File: src/rtl/esm_pkg.sv
// Shared constants and helpers for the multi-port buffer-slot index core.
package esm_pkg;

    localparam int unsigned POLICY_LOWEST = 0;
    localparam int unsigned POLICY_RR     = 1;

    // Index width for a slot count; never narrower than one bit.
    function automatic int unsigned idx_bits(input int unsigned n);
        return (n < 2) ? 1 : $clog2(n);
    endfunction

endpackage

File: src/rtl/esm_slot_picker.sv
// Masked priority encoder: first slot at or after start (with wrap) that is free and not excluded.
module esm_slot_picker
    import esm_pkg::*;
#(
    parameter  int unsigned bs = 16,
    localparam int unsigned BW = idx_bits(bs)
) (
    input  logic [bs-1:0] free_mask,
    input  logic [bs-1:0] excl_mask,
    input  logic [BW-1:0] start,
    output logic          found,
    output logic [BW-1:0] index
);

    logic [bs-1:0] avail;
    logic [BW-1:0] cand;

    assign avail = free_mask & ~excl_mask;

    // Walk offsets from the far end so the nearest hit after start wins; bs is a power of two so BW-bit add wraps.
    always_comb begin
        found = 1'b0;
        index = '0;
        cand  = '0;
        for (int k = bs - 1; k >= 0; k--) begin
            cand = start + BW'(k);
            if (avail[cand]) begin
                found = 1'b1;
                index = cand;
            end
        end
    end

endmodule

File: src/rtl/esm_core_mp.sv
// Multi-port buffer-slot index core: tracks free slots, offers them on AP ports, accepts releases on RP ports.
module esm_core_mp
    import esm_pkg::*;
#(
    parameter  int unsigned bs     = 16,
    parameter  int unsigned RP     = 2,
    parameter  int unsigned AP     = 2,
    parameter  int unsigned POLICY = 0,
    localparam int unsigned BW     = idx_bits(bs),
    localparam int unsigned CW     = BW + 1
) (
    input  logic             clk,
    input  logic             rst,
    input  logic [RP-1:0]    rel_valid,
    input  logic [RP*BW-1:0] rel_index,
    output logic [AP-1:0]    alloc_valid,
    output logic [AP*BW-1:0] alloc_index,
    input  logic [AP-1:0]    alloc_ready,
    output logic [CW-1:0]    free_count,
    output logic             empty,
    output logic             err_double_free
);

    logic [bs-1:0] free_map;
    logic [BW-1:0] rr_ptr;
    logic [BW-1:0] start;
    logic [AP-1:0] open_vec;
    logic [AP-1:0] take;
    logic [BW-1:0] pick [AP];
    logic [bs-1:0] taken_mask;
    logic [bs-1:0] held_mask;
    logic [bs-1:0] rel_mask;
    logic [bs-1:0] next_free;
    logic          err_c;
    logic [BW-1:0] last_pick;

    assign start = (POLICY == POLICY_RR) ? rr_ptr : '0;

    // Picker cascade: each port excludes slots already chosen by lower ports this cycle.
    for (genvar j = 0; j < AP; j++) begin : g_port
        logic [bs-1:0] excl_in;
        logic [bs-1:0] excl_out;
        logic          found;

        if (j == 0) begin : g_first
            assign excl_in = '0;
        end else begin : g_rest
            assign excl_in = g_port[j-1].excl_out;
        end

        assign open_vec[j] = ~alloc_valid[j] | alloc_ready[j];

        esm_slot_picker #(.bs(bs)) u_pick (
            .free_mask (free_map),
            .excl_mask (excl_in),
            .start     (start),
            .found     (found),
            .index     (pick[j])
        );

        assign take[j]  = open_vec[j] & found;
        assign excl_out = take[j] ? (excl_in | (bs'(1) << pick[j])) : excl_in;
    end

    assign taken_mask = g_port[AP-1].excl_out;

    // Release legality: slot must be outstanding, not sitting in an offer, and not repeated by a lower port.
    always_comb begin
        logic [BW-1:0] ri;
        logic          dup;
        held_mask = '0;
        rel_mask  = '0;
        err_c     = 1'b0;
        ri        = '0;
        dup       = 1'b0;
        for (int j = 0; j < AP; j++) begin
            if (alloc_valid[j]) held_mask[alloc_index[j*BW +: BW]] = 1'b1;
        end
        for (int i = 0; i < RP; i++) begin
            ri  = rel_index[i*BW +: BW];
            dup = 1'b0;
            for (int k = 0; k < i; k++) begin
                if (rel_valid[k] && (rel_index[k*BW +: BW] == ri)) dup = 1'b1;
            end
            if (rel_valid[i]) begin
                if (free_map[ri] || held_mask[ri] || dup) err_c = 1'b1;
                else                                      rel_mask[ri] = 1'b1;
            end
        end
    end

    always_comb begin
        last_pick = '0;
        for (int j = 0; j < AP; j++) begin
            if (take[j]) last_pick = pick[j];
        end
    end

    assign next_free = (free_map & ~taken_mask) | rel_mask;
    assign empty     = ~(|free_map) & ~(|alloc_valid);

    always_ff @(posedge clk) begin
        if (rst) begin
            free_map        <= '1;
            alloc_valid     <= '0;
            alloc_index     <= '0;
            free_count      <= CW'(bs);
            err_double_free <= 1'b0;
            rr_ptr          <= '0;
        end else begin
            free_map        <= next_free;
            free_count      <= CW'($countones(next_free));
            err_double_free <= err_double_free | err_c;
            if (|take) rr_ptr <= last_pick + BW'(1);
            for (int j = 0; j < AP; j++) begin
                if (open_vec[j]) begin
                    alloc_valid[j] <= take[j];
                    if (take[j]) alloc_index[j*BW +: BW] <= pick[j];
                end
            end
        end
    end

endmodule

File: config.mk
export PLATFORM = sky130hd
export DESIGN_NAME = esm_core_mp
export DESIGN_NICKNAME = d
export VERILOG_FILES = /design/src/rtl/esm_pkg.sv /design/src/rtl/esm_slot_picker.sv /design/src/rtl/esm_core_mp.sv
export SDC_FILE = /design/constraint.sdc
export NUM_CORES = 1
export LEC_CHECK = 0
export CAP_MARGIN = 30
export CORE_ASPECT_RATIO = 0.6
export CORE_UTILIZATION = 43
export DETAILED_ROUTE_END_ITERATION = 10
export PLACE_DENSITY = 0.69
export SYNTH_ARGS = -nofsm -noshare
export SYNTH_HDL_FRONTEND = slang
export SYNTH_HIERARCHICAL = 1
export SYNTH_SLANG_ARGS = --single-unit
File: constraint.sdc
create_clock -name clk -period 15.8 [get_ports clk]
set_input_delay 3.16 -clock clk [delete_from_list [all_inputs] [get_ports clk]]
set_output_delay 3.16 -clock clk [all_outputs]
set_load 0.05 [all_outputs]
Word level (Yosys, flattened, before mapping)
Cells that the tools add are included.
{"block": "op_classes", "addsub": 15, "magnitude_cmp": 8, "n_eq_ne": 1, "shift": 2, "n_mux": 93, "bitwise": 18, "n_reduce_logical": 12}
{"op": "16-bit 2-to-1 mux", "n": 8}
{"op": "4-bit 2-to-1 mux", "n": 32}
{"op": "16-bit OR", "n": 4}
{"op": "1-bit 2-to-1 mux", "n": 45}
{"op": "16-bit AND", "n": 2}
{"op": "16-bit NOT", "n": 2}
{"op": "1-bit by 4-bit << shifter with 16-bit output (first input constant)", "n": 2}
{"op": "4-bit by 5-bit < comparator with 1-bit output (second input constant)", "n": 4}
{"op": "1-bit by 1-bit adder with 2-bit output", "n": 8}
{"op": "1-bit binary-select mux with 4-bit select", "n": 4}
{"op": "1-bit demux with 4-bit select", "n": 4}
{"op": "4-bit by 1-bit greater-or-equal comparator with 1-bit output (second input constant)", "n": 4}
{"op": "16-bit OR reduction", "n": 1}
{"op": "2-bit by 2-bit adder with 3-bit output", "n": 4}
{"op": "3-bit by 3-bit adder with 4-bit output", "n": 2}
{"op": "4-bit by 4-bit adder with 5-bit output", "n": 1}
{"op": "1-bit logical AND", "n": 5}
{"op": "4-bit equality test", "n": 1}
{"op": "1-bit NOT", "n": 4}
{"op": "2-bit AND reduction", "n": 2}
{"op": "1-bit AND", "n": 3}
{"op": "1-bit logical OR", "n": 3}
{"op": "1-bit OR", "n": 3}
{"op": "2-bit OR reduction", "n": 1}
{"block": "totals", "ff_bits": 32, "word_cells": 156}

Depth between registers and ports, before layout
Gate-level depths: netlist of the first run.
{"block": "logic_depth", "word_depth": 46, "ltp_mapped": 41}

By module
The synthesis of the first run kept the hierarchy.
{"mod": "esm_slot_picker", "n_inst": 2, "cells_each": 279, "area_per_inst_um2": 2462.4, "seq_area_each_um2": 0.0}
{"mod": "esm_core_mp", "n_inst": 1, "cells_each": 342, "area_per_inst_um2": 2867.8, "seq_area_each_um2": 640.6}

Least setup slack after synthesis of the first run
OpenSTA, ideal clock, no wires.
{"block": "synth_path", "kind": "input to register", "from": "input port alloc_ready[0]", "to": "register free_count[4]", "setup_ps": 114, "t_arrival_ps": 9715, "path_slack_ps": 5972, "cell_stages": 28, "path_buffers": 2, "cell_sequence": "nand2b_1 -> clkbuf_1 -> nand3_1 -> or2_2 -> nor3_1 -> nor2b_1 -> mux4_2 -> mux2i_1 -> mux2i_1 -> nand2b_4 -> a2111oi_4 -> o21ai_1 -> a311oi_1 -> o221ai_1 -> clkbuf_1 -> nand2b_1 -> o41ai_1 -> o22ai_1 -> a31oi_1 -> fa_1 -> fa_1 -> fa_1 -> fa_1 -> inv_1 -> ha_1 -> fa_1 -> a21o_1 -> a21o_1"}
{"element": "start, declared", "line": "esm_core_mp.sv:18", "source": "input logic [AP-1:0] alloc_ready,"}
{"element": "end signal, assigned", "line": "esm_core_mp.sv:107", "source": "free_count <= CW'(bs);"}
{"element": "end signal, assigned", "line": "esm_core_mp.sv:112", "source": "free_count <= CW'($countones(next_free));"}
{"element": "end, declared", "line": "esm_core_mp.sv:19", "source": "output logic [CW-1:0] free_count,"}

==> flow_metrics.py, run 1 <==
metrics = {
    "outcome": {
        "status": "completed",
    },
    "power": {
        "powerDensity_nw_per_um2": 156,
        "leakagePower_nw": 3.17,
        "ir_worst_vdd_v": 0.000424,
    },
    "worst_setup_path": {
        "crit_path_max_fanout": 9,
        "critPathLaunchType": "input pin",
        "crit_family": "adder cells",
        "max_stage_delay_ns": 0.80,
        "cpMostUsedCell": "fa_1",
        "cp.buffers_inverters": 3,
        "cp_slowest_cell": "nor4_1",
        "critPathKind": "in -> reg",
        "crit_required_ns": 15.98,
        "arrival_ns": 11.50,
        "cp-end-kind": "register",
    },
    "drt": {
        "vias": 7950,
        "first_pass_iters": 6,
        "wl_met2_um": 9800,
        "wl_per_cell_um": 23.8,
        "vias_per_cell": 6.66,
        "top_layer": "met5",
        "wl_met3_um": 4670,
        "drt_wl_total_um": 28300,
        "drt_first_iter_violations": 1262,
        "drcViolationCount": 0,
        "ant_nets": 0,
        "drt-met1-wl_um": 13500,
    },
    "timing": {
        "worst_slew_pin_slew_ns": 0.961,
        "rsz0062_at_grt": "no",
        "final-hold-violation-count": 0,
        "fin_tns_setup_ns": 0,
        "slew_headroom_pct": 34.1,
        "final.period_utilization_pct": 71.6,
        "fin_worst_skew_ns": 0.00708,
        "setup_viol": 0,
        "fin_crit_ns": 11.31,
        "max_freq_ghz": 0.0884,
        "maxSlewViolCount": 0,
        "setup_ws_ns": 4.49,
    },
    "logic_synthesis": {
        "netlist_area_um2": 7790,
        "synth_seq_cells": 32,
        "synth_area_leader_cell": "mux4_2",
        "ys_seq_area_share_pct": 8.22,
        "async_flop_share_pct": 0,
        "synth.area.top_cells": "mux4_2, dfxtp_1, mux2i_1",
        "synth_edf_count": 0,
        "netlist.area_leader.share_pct": 15.9,
        "syn_inst": 900,
        "yosys_warnings": 6,
        "yosysUniqueCellTypes": 93,
        "synth.avg_cell_area_um2": 8.66,
        "synthFlopType": "dfxtp_1",
    },
    "final_layout": {
        "antennaDiodeCount": 0,
        "syn_to_final_growth_pct": 9.38,
        "drive_above_1_share_pct": 14.6,
        "fin_nets": 1001,
        "fillCellCount": 1703,
    },
    "clock_network": {
        "clkTransAtPathRegs_ns": 0.05,
        "cts_resized": 0,
        "cts_setup_buffers": 0,
        "clock_sinks": 32,
        "cts_buffer_depth": 2,
        "htree_levels": 2,
        "holdBufCountCts": 0,
        "cts_made_buffers": 5,
        "clkLatencyLatePin_ns": 0.30,
        "cts_tree": "yes",
        "root_buffer": "clkbuf_16",
    },
    "place": {
        "port_buffers": 30,
        "pre_cts_slack_ns": 4.43,
        "gp_congestion": 1.07,
        "hpwl_um": 22300,
    },
    "die": {
        "placementRows": 37,
        "die_w_um": 176,
        "dieHeight_um": 106,
        "start_util_pct": 44.8,
        "ioPinCount": 31,
        "die-area_um2": 18700,
        "core_um2": 17400,
    },
    "global_routing": {
        "grt_start_max_net_pins": 35,
        "grt_use_total_pct": 30.5,
        "grt_pass1_vias": 7075,
        "antenna_found_initial": 1,
        "grt_overflow": 0,
        "grt_pass1_wl_um": 43100,
    },
    "flow_run": {
        "maxCapViolCount": 0,
    },
    "min_path": {
        "hold_path_class": "reg -> reg",
    },
}
-- cell families (layout without fill, tap and decap cells) --
group	count (synthesis)	in the layout	synth area share [%]
AND/OR/NAND/NOR	340	340	25.8
AO/OA/AOI/OAI	231	231	21.0
multiplexers	139	139	27.8
buffers and inverters	90	84	6.26
XOR/XNOR	38	38	5.23
flip-flops	32	32	8.22
adder cells (fa/ha/maj)	29	29	5.62
other	1	66	0.0481
-- worst reg2reg max path, delay by kind of cell (launching register included) --
kind | cells | cell delay (ns)
DFF | 1 | 0.47
AOI/OAI and AO/OA | 13 | 3.66
adders and majority gates | 6 | 2.53
muxes | 6 | 2.16
buffers and inverters | 1 | 0.04
and+or+nand+nor | 6 | 1.87
-- cells in the mapped netlist (9+ instances only) --
library cell  count
mux2i_1          61
nand2_1          56
nor2_1           56
mux4_2           55
a21oi_1          49
nor2b_1          45
o21ai_0          38
nand2b_1         36
nand3_1          36
dfxtp_1          32
clkbuf_1         27
inv_1            27
xnor2_1          26
o22ai_1          20
ha_1             19
nor3_1           15
mux2_2           14
a31oi_1          13
a311o_1          10
fa_1             10
nand4_1          10
a211o_1           9
and3_1            9
buf_6             9
nor4b_1           9
o21ai_1           9
-- state kept, by name, indices dropped and copies added (netlist names) --
register	count
err_double_free	1
alloc_valid	2
free_count	5
alloc_index	8
free_map	16
-- routing by layer --
metal	GRT usage, %	vias up
met5	2.50	-
met4	4.04	2
met3	12.2	38
met2	35.7	568
met1	49.5	3817
li1	-	3525
-- final timing paths --
kind | startpoint | to | slack [ns] | cells past startpoint
max | alloc_ready[0] | free_count[4] | 4.49 | 25
min | alloc_index[7] | alloc_index[7] | 0.52 | 2
max reg2reg | free_map[8] | free_count[4] | 4.95 | 32
min reg2reg | alloc_index[7] | alloc_index[7] | 0.52 | 2
-- area by class of cell --
type	instances	area (µm²)	share of cell area, %
Sequential cell	32	641	7.52
Inverter	35	141	1.66
Clock inverter	1	7.51	0.0881
Timing Repair Buffer	41	390	4.58
Clock buffer	7	143	1.67
Tap cell	234	293	3.44
Multi-Input combinational cell	843	6910	81.0
-- through the flow --
| step | utilization, % | total power [mW] | area, µm² | hold WS, ns | cells |
|---|---|---|---|---|---|
| CTS | 49.0 | 1.30 | 8520 | 0.518 | 1193 |
| global placement | 48.0 | 1.18 | 8360 | 0.503 | 1184 |
| finish | 49.0 | 1.33 | 8520 | 0.522 | 1193 |
| global route | 49.0 | 1.46 | 8520 | 0.552 | 1193 |
| floorplan | - | 0.946 | 8040 | 0.705 | 965 |
| detailed placement | 48.1 | 1.19 | 8370 | 0.511 | 1185 |
-- cell usage in the layout (no fill, tap or decap), types with 6 or more instances in the layout --
cell type | synthesis | final
nor4b_1 | 9 | 9
nand2_1 | 56 | 56
mux2i_1 | 61 | 61
a31oi_1 | 13 | 13
ha_1 | 19 | 19
nor4bb_1 | 8 | 8
buf_4 | 8 | 10
fa_1 | 10 | 10
nand3_1 | 36 | 36
inv_1 | 27 | 27
a221o_1 | 6 | 6
nor3_1 | 15 | 15
a21o_1 | 6 | 6
conb_1 | 1 | 66
and3_1 | 9 | 9
a211o_1 | 9 | 9
clkdlybuf4s50_1 | 0 | 30
a21oi_1 | 49 | 49
o211ai_1 | 8 | 8
nor2b_1 | 45 | 45
mux4_2 | 55 | 55
xnor2_1 | 26 | 26
a311o_1 | 10 | 10
o21ai_1 | 9 | 9
mux2_2 | 14 | 14
nor2_1 | 56 | 56
nand4_1 | 10 | 10
nor3b_1 | 7 | 7
nand2b_1 | 36 | 36
nand3b_1 | 6 | 6
o22ai_1 | 20 | 20
o31ai_1 | 6 | 6
dfxtp_1 | 32 | 32
nor4_1 | 8 | 8
o21ai_0 | 38 | 38
-- report_power, final --
part / internal (mW) / leakage (nW) / total (mW) / switching [mW]
registers: 0.106 / 0.265 / 0.139 / 0.0323
logic: 0.463 / 2.84 / 1.09 / 0.629
clock network: 0.0627 / 0.0701 / 0.101 / 0.0381
total: 0.632 / 3.17 / 1.33 / 0.699
No activity file was read; power rests on OpenSTA's default activity.
==> run 2, diff against run 1 <==
Clock period 15.8 ns to 11.5 ns, I/O delays scaled along.
==> flow_metrics.py, run 2 (synthesis results as in run 1) <==
metrics = {
    "drt": {
        "vias_per_cell": 6.69,
        "drcViolationCount": 0,
        "drt_wl_total_um": 28100,
        "wl_per_cell_um": 23.4,
        "ant_nets": 0,
        "vias": 8009,
        "drt_first_iter_violations": 1215,
        "first_pass_iters": 8,
    },
    "die": {
        "core_um2": 17400,
        "die-area_um2": 18700,
        "placementRows": 37,
        "dieHeight_um": 106,
        "ioPinCount": 31,
        "die_w_um": 176,
        "start_util_pct": 44.8,
    },
    "timing": {
        "rsz0062_at_grt": "no",
        "fin_crit_ns": 10.72,
        "max_freq_ghz": 0.0933,
        "fin_worst_skew_ns": 0.00344,
        "maxSlewViolCount": 0,
        "worst_slew_pin_slew_ns": 0.961,
        "fin_tns_setup_ns": 0,
        "setup_ws_ns": 0.776,
        "slew_headroom_pct": 35.3,
        "final-hold-violation-count": 0,
        "final.period_utilization_pct": 93.2,
        "setup_viol": 0,
        "hold_ws_ns": 0.514,
    },
    "final_layout": {
        "drive_above_1_share_pct": 15.0,
        "design_area_um2": 8560,
        "layout_commonest_cell": "conb_1",
        "antennaDiodeCount": 0,
        "fin_nets": 1006,
        "largest_reg_flops": 16,
        "utilization_pct": 49.2,
        "area.sequential_um2": 641,
        "syn_to_final_growth_pct": 9.86,
        "largest_register": "free_map",
        "mostFrequentLayoutCells": "conb_1, mux2i_1, nor2_1, nand2_1, mux4_2",
        "fillCellCount": 1663,
        "multi_input_area_um2": 6910,
        "reg_top3": "free_map: 16 flops, alloc_index: 8 flops, free_count: 5 flops",
    },
    "power": {
        "leakagePower_nw": 3.19,
        "ir_worst_vdd_v": 0.000423,
        "powerDensity_nw_per_um2": 213,
    },
    "worst_setup_path": {
        "critPathLaunchType": "register",
        "crit_family": "compound AO/OA/AOI/OAI gates",
        "critPathKind": "reg -> reg",
        "cp_slowest_cell": "nor4_1",
        "cp-end-kind": "register",
        "worst-r2r-cell-count": 32,
        "crit_required_ns": 11.68,
        "cp.buffers_inverters": 2,
        "cpMostUsedCell": "fa_1",
        "crit_path_max_fanout": 9,
        "max_stage_delay_ns": 0.79,
        "arrival_ns": 10.91,
        "path_depth": 32,
    },
    "clock_network": {
        "clkTransAtPathRegs_ns": 0.05,
        "cts_tree": "yes",
        "cts_made_buffers": 5,
        "root_buffer": "clkbuf_16",
        "clkLatencyLatePin_ns": 0.29,
        "cts_setup_buffers": 0,
        "cts_buffer_depth": 2,
        "htree_levels": 2,
        "clock_sinks": 32,
        "holdBufCountCts": 0,
        "cts_resized": 0,
    },
    "place": {
        "hpwl_um": 22100,
        "place_area_um2": 8410,
        "gp_congestion": 1.08,
        "port_buffers": 30,
        "pre_cts_slack_ns": 1.04,
    },
    "min_path": {
        "hold_depth": 2,
        "hold_path_class": "reg -> reg",
    },
    "global_routing": {
        "grt_pass1_vias": 6951,
        "grt_start_max_net_pins": 35,
        "antenna_found_initial": 0,
        "grt_pass1_wl_um": 42200,
        "grt_use_total_pct": 29.9,
        "grt_overflow": 0,
    },
    "outcome": {
        "status": "completed",
    },
    "flow_run": {
        "maxCapViolCount": 0,
    },
}
run 2: cell types whose count changed in the layout (fill, tap and decap cells not counted):
| cell | previous run | this run |
|---|---|---|
| buf_4 | 10 | 15 |
run 2: final cells by class:
type | instances | area share [%]
Clock buffer | 7 | 1.67
Clock inverter | 1 | 0.0877
Inverter | 35 | 1.65
Multi-Input combinational cell | 843 | 80.7
Sequential cell | 32 | 7.48
Tap cell | 234 | 3.42
Timing Repair Buffer | 46 | 5.00
run 2: final timing paths:
path	start	end	slack (ns)
worst max-delay path	free_map[15]	free_count[4]	0.78
worst max register to register	free_map[15]	free_count[4]	0.78
worst min-delay path	alloc_index[6]	alloc_index[6]	0.51
worst min register to register	alloc_index[6]	alloc_index[6]	0.51
run 2: worst register-to-register path: cells and delay by family (launching register included):
kind,cells,cell delay [ns]
AOI/OAI and AO/OA,13,3.53
adders and majority gates,6,2.56
buffers and inverters,2,0.11
DFF,1,0.41
muxes,4,1.47
and+or+nand+nor,7,2.56
run 2: power by group:
| group | switching (mW) | internal, mW | leakage [nW] |
|---|---|---|---|
| clock network | 0.0522 | 0.0862 | 0.0701 |
| logic | 0.866 | 0.638 | 2.86 |
| registers | 0.0388 | 0.146 | 0.265 |
run 2: through the flow:
stage          total power, mW  std cells
5_1_grt                   1.99       1198
4_1_cts                   1.77       1198
6_report                  1.83       1198
2_1_floorplan             1.30        965
3_3_place_gp              1.63       1189
3_5_place_dp              1.63       1190
run 2: per-layer routing:
metal	wire length, µm	vias up	global-route usage (%)	share of wire [%]
met1	13000	3792	48.4	46
met4	269	0	3.29	0.96
met5	0	-	0	0
li1	-	3523	-	-
met2	9560	658	33.9	34
met3	5230	36	14.4	19
